$ cat config.mk
export PLATFORM = sky130hd
export DESIGN_NAME = psw_key_encoder_flat
export DESIGN_NICKNAME = d
export VERILOG_FILES = /design/src/rtl/calc_pkg.sv /design/src/rtl/psw_key_encoder_if.sv /design/src/rtl/psw_debounce.sv /design/src/rtl/psw_key_encoder.sv /design/src/flat_wrapper.sv
export SDC_FILE = /design/constraint.sdc
export NUM_CORES = 1
export LEC_CHECK = 0
export CAP_MARGIN = 30
export CORE_MARGIN = 3
export CORE_UTILIZATION = 45
export CTS_BUF_LIST = sky130_fd_sc_hd__clkbuf_4 sky130_fd_sc_hd__clkbuf_8
export DETAILED_ROUTE_END_ITERATION = 7
export DONT_BUFFER_PORTS = 1
export HOLD_SLACK_MARGIN = 0.02
export SETUP_SLACK_MARGIN = 0.1
export SYNTH_ARGS = -nofsm -noshare
export SYNTH_HDL_FRONTEND = slang
export SYNTH_SLANG_ARGS = --single-unit
$ cat constraint.sdc
create_clock -name CLK -period 5.1 [get_ports CLK]
set_input_delay 1.02 -clock CLK [delete_from_list [all_inputs] [get_ports CLK]]
set_output_delay 1.02 -clock CLK [all_outputs]
set_load 0.02 [all_outputs]
$ cat src/rtl/calc_pkg.sv
// Shared constants, types and the priority-encode helper for the push-switch
// key encoder.
package calc_pkg;

  localparam int PSW_W  = 14;
  localparam int CODE_W = 4;

  typedef logic [CODE_W-1:0] key_code_t;

  // Function keys. Digits 0-9 use their own switch index as the code.
  localparam key_code_t KEY_ADD = 4'd10;
  localparam key_code_t KEY_SUB = 4'd11;
  localparam key_code_t KEY_EQ  = 4'd12;
  localparam key_code_t KEY_CLR = 4'd13;

  // One candidate event per tick: whether any key rose, and which one wins.
  typedef struct packed {
    logic      hit;
    key_code_t code;
  } key_evt_t;

  // Lowest-index rising key wins. The other keys that rose on the same tick
  // are dropped, and they need a release and re-press to be seen again.
  function automatic key_evt_t lowest_rise(input logic [PSW_W-1:0] rise);
    key_evt_t evt;
    // NOTE: give every combinational output a default before any conditional
    // assignment, so that no path leaves it unassigned and no latch is inferred.
    evt = '0;
    for (int i = PSW_W - 1; i >= 0; i--) begin
      if (rise[i]) begin
        evt.hit  = 1'b1;
        evt.code = key_code_t'(i);
      end
    end
    return evt;
  endfunction

endpackage

$ cat src/rtl/psw_key_encoder_if.sv
// Key event stream from the encoder to its consumer: a valid/ready handshake
// plus the sticky overflow flag.
interface psw_key_encoder_if;
  import calc_pkg::*;

  logic      KEY_VALID;
  key_code_t KEY_CODE;
  logic      KEY_READY;
  logic      KEY_OVF;

  modport master (output KEY_VALID, output KEY_CODE, output KEY_OVF, input KEY_READY);
  modport slave  (input KEY_VALID, input KEY_CODE, input KEY_OVF, output KEY_READY);
endinterface

$ cat src/rtl/psw_debounce.sv
// Debounces one push switch. The raw input goes through a 2-flop
// synchronizer. On each tick the synchronized value is shifted into a
// history. The debounced state changes only when the whole history agrees.
// A one-cycle rise pulse follows each debounced 0->1 edge.
module psw_debounce #(
  parameter int DEB_SAMPLES = 4
) (
  input  logic clk,
  input  logic rst_n,
  input  logic tick,
  input  logic psw_raw,
  output logic rise
);

  logic [1:0]             sync_q;
  logic [DEB_SAMPLES-1:0] hist_q;
  logic [DEB_SAMPLES-1:0] hist_next;
  logic                   deb_q;

  // The history after this tick's shift. The state decision uses the
  // newest sample.
  assign hist_next = {hist_q[DEB_SAMPLES-2:0], sync_q[1]};

  // Two-flop synchronizer for the asynchronous switch input.
  always_ff @(posedge clk or negedge rst_n) begin
    if (!rst_n) begin
      sync_q <= '0;
    end else begin
      // NOTE: use non-blocking assignments for all flop state, so that every
      // register samples the value from before the edge. Blocking assignments
      // here would merge the two synchronizer stages into one.
      sync_q <= {sync_q[0], psw_raw};
    end
  end

  // Update the sample history and debounced state on ticks. Generate the
  // rise pulse.
  always_ff @(posedge clk or negedge rst_n) begin
    if (!rst_n) begin
      hist_q <= '0;
      deb_q  <= 1'b0;
      rise   <= 1'b0;
    end else begin
      rise <= 1'b0;
      if (tick) begin
        hist_q <= hist_next;
        if (&hist_next) begin
          deb_q <= 1'b1;
          rise  <= ~deb_q;
        end else if (~|hist_next) begin
          deb_q <= 1'b0;
        end
      end
    end
  end

endmodule

$ cat src/rtl/psw_key_encoder.sv
// Push-switch key encoder. It debounces PSW_W switches on a shared sample
// tick and keeps the lowest-index press of each tick. The result goes into a
// 2-entry FIFO. Events that are dropped because the FIFO is full set a
// sticky overflow flag. The clear key flushes the FIFO and then stands as
// the only entry.
module psw_key_encoder
  import calc_pkg::*;
#(
  parameter int DEB_TICK    = 250000,
  parameter int DEB_SAMPLES = 4
) (
  input  logic               CLK,
  input  logic               RST_X,
  input  logic [PSW_W-1:0]   PSW,
  psw_key_encoder_if.master  key
);

  localparam int TICK_W = (DEB_TICK > 1) ? $clog2(DEB_TICK) : 1;

  logic [TICK_W-1:0] tick_cnt_q;
  logic              tick;
  logic [PSW_W-1:0]  rise;
  key_evt_t          evt;

  key_code_t         fifo_mem [2];
  logic              rd_ptr_q;
  logic [1:0]        count_q;
  logic              ovf_q;

  logic              valid;
  logic              full;
  logic              pop;
  logic              push_ok;
  logic              wr_ptr;
  logic              clr_evt;

  assign tick = (tick_cnt_q == TICK_W'(DEB_TICK - 1));

  // Free-running sample tick counter. It wraps after DEB_TICK cycles.
  always_ff @(posedge CLK or negedge RST_X) begin
    if (!RST_X) begin
      tick_cnt_q <= '0;
    end else begin
      tick_cnt_q <= tick ? '0 : tick_cnt_q + TICK_W'(1);
    end
  end

  for (genvar b = 0; b < PSW_W; b++) begin : g_deb
    psw_debounce #(
      .DEB_SAMPLES(DEB_SAMPLES)
    ) u_deb (
      .clk     (CLK),
      .rst_n   (RST_X),
      .tick    (tick),
      .psw_raw (PSW[b]),
      .rise    (rise[b])
    );
  end

  // Pick the winning key from this cycle's rise pulses.
  always_comb begin
    evt = lowest_rise(rise);
  end

  assign valid   = (count_q != 2'd0);
  assign full    = (count_q == 2'd2);
  assign pop     = valid && key.KEY_READY;
  assign clr_evt = evt.hit && (evt.code == KEY_CLR);
  // When full and popping, the write reuses the slot that is being freed.
  assign push_ok = evt.hit && (!full || pop);
  assign wr_ptr  = rd_ptr_q ^ count_q[0];

  // The FIFO and its overflow flag. A clear event has priority over
  // everything else.
  always_ff @(posedge CLK or negedge RST_X) begin
    if (!RST_X) begin
      // NOTE: the two storage slots are reset, although their contents have
      // no meaning while empty, so that KEY_CODE reads 0 during reset.
      // Larger memories would normally be left out of reset.
      fifo_mem[0] <= '0;
      fifo_mem[1] <= '0;
      rd_ptr_q    <= 1'b0;
      count_q     <= 2'd0;
      ovf_q       <= 1'b0;
    end else if (clr_evt) begin
      fifo_mem[0] <= KEY_CLR;
      rd_ptr_q    <= 1'b0;
      count_q     <= 2'd1;
      ovf_q       <= 1'b0;
    end else begin
      if (push_ok) begin
        fifo_mem[wr_ptr] <= evt.code;
      end
      if (evt.hit && !push_ok) begin
        ovf_q <= 1'b1;
      end
      if (pop) begin
        rd_ptr_q <= ~rd_ptr_q;
      end
      if (push_ok && !pop) begin
        count_q <= count_q + 2'd1;
      end else if (!push_ok && pop) begin
        count_q <= count_q - 2'd1;
      end
    end
  end

  assign key.KEY_VALID = valid;
  assign key.KEY_CODE  = fifo_mem[rd_ptr_q];
  assign key.KEY_OVF   = ovf_q;

endmodule

$ cat src/flat_wrapper.sv
// flat-port wrapper written by rule: the top's interface ports become plain ports
module psw_key_encoder_flat import calc_pkg::*;
#(
  parameter int DEB_TICK    = 250000,
  parameter int DEB_SAMPLES = 4
)
  (CLK, RST_X, PSW, key_KEY_VALID, key_KEY_CODE, key_KEY_OVF, key_KEY_READY);
  psw_key_encoder_if key_i ();
  input  logic CLK;
  input  logic RST_X;
  input  logic [PSW_W-1:0] PSW;
  output wire logic [$bits(key_i.KEY_VALID)-1:0] key_KEY_VALID;
  output wire logic [$bits(key_i.KEY_CODE)-1:0] key_KEY_CODE;
  output wire logic [$bits(key_i.KEY_OVF)-1:0] key_KEY_OVF;
  input wire logic [$bits(key_i.KEY_READY)-1:0] key_KEY_READY;
  assign key_KEY_VALID = key_i.KEY_VALID;
  assign key_KEY_CODE = key_i.KEY_CODE;
  assign key_KEY_OVF = key_i.KEY_OVF;
  assign key_i.KEY_READY = key_KEY_READY;
  psw_key_encoder #(.DEB_TICK(DEB_TICK), .DEB_SAMPLES(DEB_SAMPLES)) u_core (.CLK(CLK), .RST_X(RST_X), .PSW(PSW), .key(key_i));
endmodule
==> out/results.md <==
| Stage | Metric | Value |
|---|---|---|
| cts | Setup bufs post-CTS | 0 |
| yosys | Largest area contributor in the netlist | sky130_fd_sc_hd__dfrtp_1 |
| yosys | Number of library cell types mapped by synthesis | 44 |
| sta | Minimum clock period after layout | 2753 ps |
| yosys | Post-Syn Area | 0.005027 mm2 |
| cts | Clock-pin slew reported for the worst setup and hold paths after clock tree synthesis | 70 ps |
| critical path | Length in cells of the worst reg-to-reg path | 6 |
| critical path | Kind of start point of the critical path | register |
| final layout | Fraction of final layout cells with drive strength greater than 1 | 0.09186 |
| sta | Share of the clock period used by the worst path after layout | 0.5398 |
| critical path | Critical path type | register to register |
| yosys | Leading post-synthesis cells by cell area | sky130_fd_sc_hd__dfrtp_1 64%, sky130_fd_sc_hd__nand2_1 6.0%, sky130_fd_sc_hd__o21ai_1 4.4% |
| grt | First-pass GRT wire length | 15210 um |
| final layout | # nets final | 485 |
| critical path | Endpoint of the lowest-slack register-to-register path | u_core.g_deb[8].u_deb.deb_q |
| yosys | Mean instance size in the synthesized netlist | 10.98 um2 |
| placement | Placed cell count | 583 |
| floorplanning | Die Ht | 111.7 um |
| detailed routing | Initial DRC count | 223 |
| yosys | Number of enable flip-flop cells after synthesis | 0 |
| final layout | Fin cells | 615 |
| floorplanning | Die Wd | 111.7 um |
| grt | Maximum number of pins on one net before global-route repair | 129 |
| floorplanning | Core Box Area | 0.01060 mm2 |
| sta | Total count of max-transition violations in the final report | 0 |
| sta | Final total negative setup slack | 0 ps |
| final layout | Area delta synth->final | 11.20% |
| cts | Number of cells upsized or downsized after cts | 0 |
| flow run | Number of maximum-capacitance constraint violations | 0 |
| cts | Clock tree from TritonCTS | built |
| cts | Total CTS buffers | 17 |
| grt | Overall Global Routing Usage | 0.1523 |
| sta | Number of endpoints failing setup at the final stage | 0 |
| cts | CTS sink cnt | 128 |
| yosys | Portion of synthesized cell area occupied by the leading cell type | 0.6371 |
| detailed routing | Detailed-router iteration count before antenna repair | 6 |
| yosys | Sequential area share after synthesis | 0.6371 |
| sta | Worst rel slew slack | 0.5367 |
| sta | Maximum operating frequency | 363.2 MHz |
| outcome | Run status | completed |
| yosys | Count of mapped cells out of synthesis | 458 |
| placement | Weighted congestion at the end of routability-driven global placement | 0.7903 |
| yosys | Seq cells post-synth | 128 |
| cts | Cts hold-fix bufs | 0 |
| yosys | Post-Syn Nets | 477 |
| power | Power density cells | 369.1 mW/mm2 |
| critical path | Reg-to-reg slack, setup | 2350 ps |
| yosys | YS warnings | 0 |
| detailed routing | Remaining routing DRC violations | 0 |
| sta | Transition time of the tightest slew-check pin | 694.9 ps |
| worst hold path | Classification of the worst-slack hold path | input pin to async pin |
| floorplanning | Area of the die | 0.01248 mm2 |
| detailed routing | Routed via count divided by cell count | 5.285 |
| yosys | Ys async rst share | 1.000 |
| critical path | Worst Path Max Fanout | 37 |
| critical path | Endpoint kind of the worst setup timing path | register |
| yosys | Ys flop type | sky130_fd_sc_hd__dfrtp_1 |
| power | Cell leakage power | 2.546 nW |
| detailed routing | Drt wl/cell | 13.98 um |
| power | Peak supply drop | 0.1897 mV |
| detailed routing | Number of vias after detailed routing | 3250 |
| detailed routing | Residual antenna-violating net count after detailed routing | 0 |
| critical path | Crit path DAT | 3060 ps |
| placement | Count of input and output buffers | 0 |
| critical path | Data required, critical path | 5410 ps |
| sta | Fin. Hold Viols | 0 |
| cts | Root buffer selected by CTS | sky130_fd_sc_hd__clkbuf_8 |
| critical path | Crit Reg-Reg Startpoint | u_core.tick_cnt_q[4] |
| floorplanning | Number of primary I/O pins | 23 |
| sta | RSZ-0062 raised after global routing | false |
| detailed routing | Total detailed-routing wirelength | 8598 um |
| grt | Antenna violations before repair | 0 |
| cts | H-tree levels | 4 |
| grt | Grt total ovfl | 0 |
| floorplanning | Count of standard-cell rows | 37 |
| final layout | Count of antenna diodes in the layout | 0 |
| sta | Maximum clock skew at final layout | 8.473 ps |
| grt | Vias in the first global route | 3130 |
| cts | Insertion delay of the later-clocked pin in the worst-skew pair | 430 ps |
| placement | DP HPWL | 5475 um |
| floorplanning | Initial cell density of the core | 0.4742 |
| cts | Worst-case clock buffer depth | 2 |
## layout by cell type (no fill, tap or decap), types with 2 or more instances in the layout
master                         n
sky130_fd_sc_hd__mux2_2        5
sky130_fd_sc_hd__o21ai_1      44
sky130_fd_sc_hd__nor4_4        2
sky130_fd_sc_hd__nand2b_1      2
sky130_fd_sc_hd__buf_4         2
sky130_fd_sc_hd__nor2_1       23
sky130_fd_sc_hd__nor4_1        4
sky130_fd_sc_hd__xor2_1       11
sky130_fd_sc_hd__mux2i_1       3
sky130_fd_sc_hd__or4_1         3
sky130_fd_sc_hd__clkbuf_4      2
sky130_fd_sc_hd__clkinv_2      4
sky130_fd_sc_hd__a211o_1       2
sky130_fd_sc_hd__nand2_1      81
sky130_fd_sc_hd__nand3_1       8
sky130_fd_sc_hd__clkinvlp_4    2
sky130_fd_sc_hd__ha_1          2
sky130_fd_sc_hd__o31ai_1      15
sky130_fd_sc_hd__and4_1        3
sky130_fd_sc_hd__clkbuf_8     20
sky130_fd_sc_hd__xnor2_1       7
sky130_fd_sc_hd__or3_1        16
sky130_fd_sc_hd__dfrtp_1     128
sky130_fd_sc_hd__o21ai_0       3
sky130_fd_sc_hd__a22o_1        2
sky130_fd_sc_hd__inv_1        17
sky130_fd_sc_hd__nor3_1       19
sky130_fd_sc_hd__nand4_1      19
sky130_fd_sc_hd__nor2b_1       5
sky130_fd_sc_hd__a21oi_1       5
sky130_fd_sc_hd__bufinv_16     3
## sequential cells by signal, summed over array words and instances, names as in the netlist
register / flops
u_core.tick_cnt_q: 18
u_core.g_deb.u_deb.deb_q: 14
u_core.rd_ptr_q: 1
u_core.g_deb.u_deb.sync_q: 28
u_core.key.KEY_OVF: 1
u_core.fifo_mem: 8
u_core.g_deb.u_deb.hist_q: 42
u_core.g_deb.u_deb.rise: 14
u_core.count_q: 2
## area by class of cell
class | count | area, um2
multi-input combinational | 299 | 1703
timing repair buffer | 3 | 26.28
inverter | 17 | 63.81
clock buffer | 22 | 290.3
fill | 930 | 5011
clock inverter | 10 | 133.9
tap | 136 | 170.2
sequential | 128 | 3203
## worst max-delay path: stages, from the launching register on
cell	delay, ps
sky130_fd_sc_hd__dfrtp_1	430
sky130_fd_sc_hd__nor4b_1	340
sky130_fd_sc_hd__nand2_1	210
sky130_fd_sc_hd__or4_1	890
sky130_fd_sc_hd__buf_4	390
sky130_fd_sc_hd__o31ai_1	260
sky130_fd_sc_hd__o21ai_1	90
## how the worst max path moves through the flow
stage,startpoint,to,slack (ps),depth (start not counted)
2_1_floorplan,key_KEY_READY,u_core.fifo_mem[3],2890,4
3_3_place_gp,u_core.tick_cnt_q[4],u_core.g_deb[2].u_deb.deb_q,2430,6
3_5_place_dp,u_core.tick_cnt_q[6],u_core.g_deb[1].u_deb.deb_q,2370,6
4_1_cts,u_core.tick_cnt_q[4],u_core.g_deb[1].u_deb.deb_q,2370,6
5_1_grt,u_core.tick_cnt_q[4],u_core.g_deb[4].u_deb.deb_q,2080,6
6_report,u_core.tick_cnt_q[4],u_core.g_deb[8].u_deb.deb_q,2350,6
## where the power goes
| part | internal, W | switching, W | leakage (nW) |
|---|---|---|---|
| registers | 0.00104 | 0.0000255 | 1.69 |
| clock network | 0.000530 | 0.000372 | 0.215 |
| logic | 0.0000452 | 0.0000514 | 0.644 |
## through the flow
stage                     setup WS, ps  total power (W)  hold slack [ps]  cell area [um2]  utilization
after floorplan                   2893         0.001170            331.2             5027            -
after global placement            2430         0.001182            332.1             5155       0.4863
after detailed placement          2371         0.001181            335.8             5166       0.4873
after CTS                         2371         0.002101            251.8             5590       0.5273
after global routing              2082         0.002159            241.9             5590       0.5273
final                             2347         0.002064            286.5             5590       0.5273
## Yosys cell counts, types with 3 or more instances
| cell | count |
|---|---|
| sky130_fd_sc_hd__dfrtp_1 | 128 |
| sky130_fd_sc_hd__nand2_1 | 81 |
| sky130_fd_sc_hd__o21ai_1 | 44 |
| sky130_fd_sc_hd__nor2_1 | 23 |
| sky130_fd_sc_hd__nand4_1 | 19 |
| sky130_fd_sc_hd__nor3_1 | 19 |
| sky130_fd_sc_hd__inv_1 | 17 |
| sky130_fd_sc_hd__or3_1 | 16 |
| sky130_fd_sc_hd__o31ai_1 | 15 |
| sky130_fd_sc_hd__xor2_1 | 11 |
| sky130_fd_sc_hd__nand3_1 | 8 |
| sky130_fd_sc_hd__xnor2_1 | 7 |
| sky130_fd_sc_hd__buf_2 | 6 |
| sky130_fd_sc_hd__a21oi_1 | 5 |
| sky130_fd_sc_hd__clkbuf_1 | 5 |
| sky130_fd_sc_hd__mux2_2 | 5 |
| sky130_fd_sc_hd__nor2b_1 | 5 |
| sky130_fd_sc_hd__nor4_1 | 4 |
| sky130_fd_sc_hd__and4_1 | 3 |
| sky130_fd_sc_hd__mux2i_1 | 3 |
| sky130_fd_sc_hd__o21ai_0 | 3 |
| sky130_fd_sc_hd__or4_1 | 3 |
## metal layers
| layer | GRT usage | wire (um) | vias to the layer above |
|---|---|---|---|
| li1 | - | - | 1625 |
| met4 | 0.05596 | 127 | 0 |
| met2 | 0.2246 | 3790 | 45 |
| met3 | 0.06141 | 388 | 11 |
| met1 | 0.2040 | 4291 | 1569 |
| met5 | 0 | 0 | - |
## logic make-up after synthesis
group,count (synthesis),share of synthesized area
AOI/OAI and AO/OA,78,0.09259
xor gates and xnor gates,18,0.03136
adders and majority gates,2,0.004977
buffers and inverters,31,0.02763
DFF,128,0.6371
muxes,8,0.01717
and+or+nand+nor,193,0.1892
(Power assumes the default switching activity.)
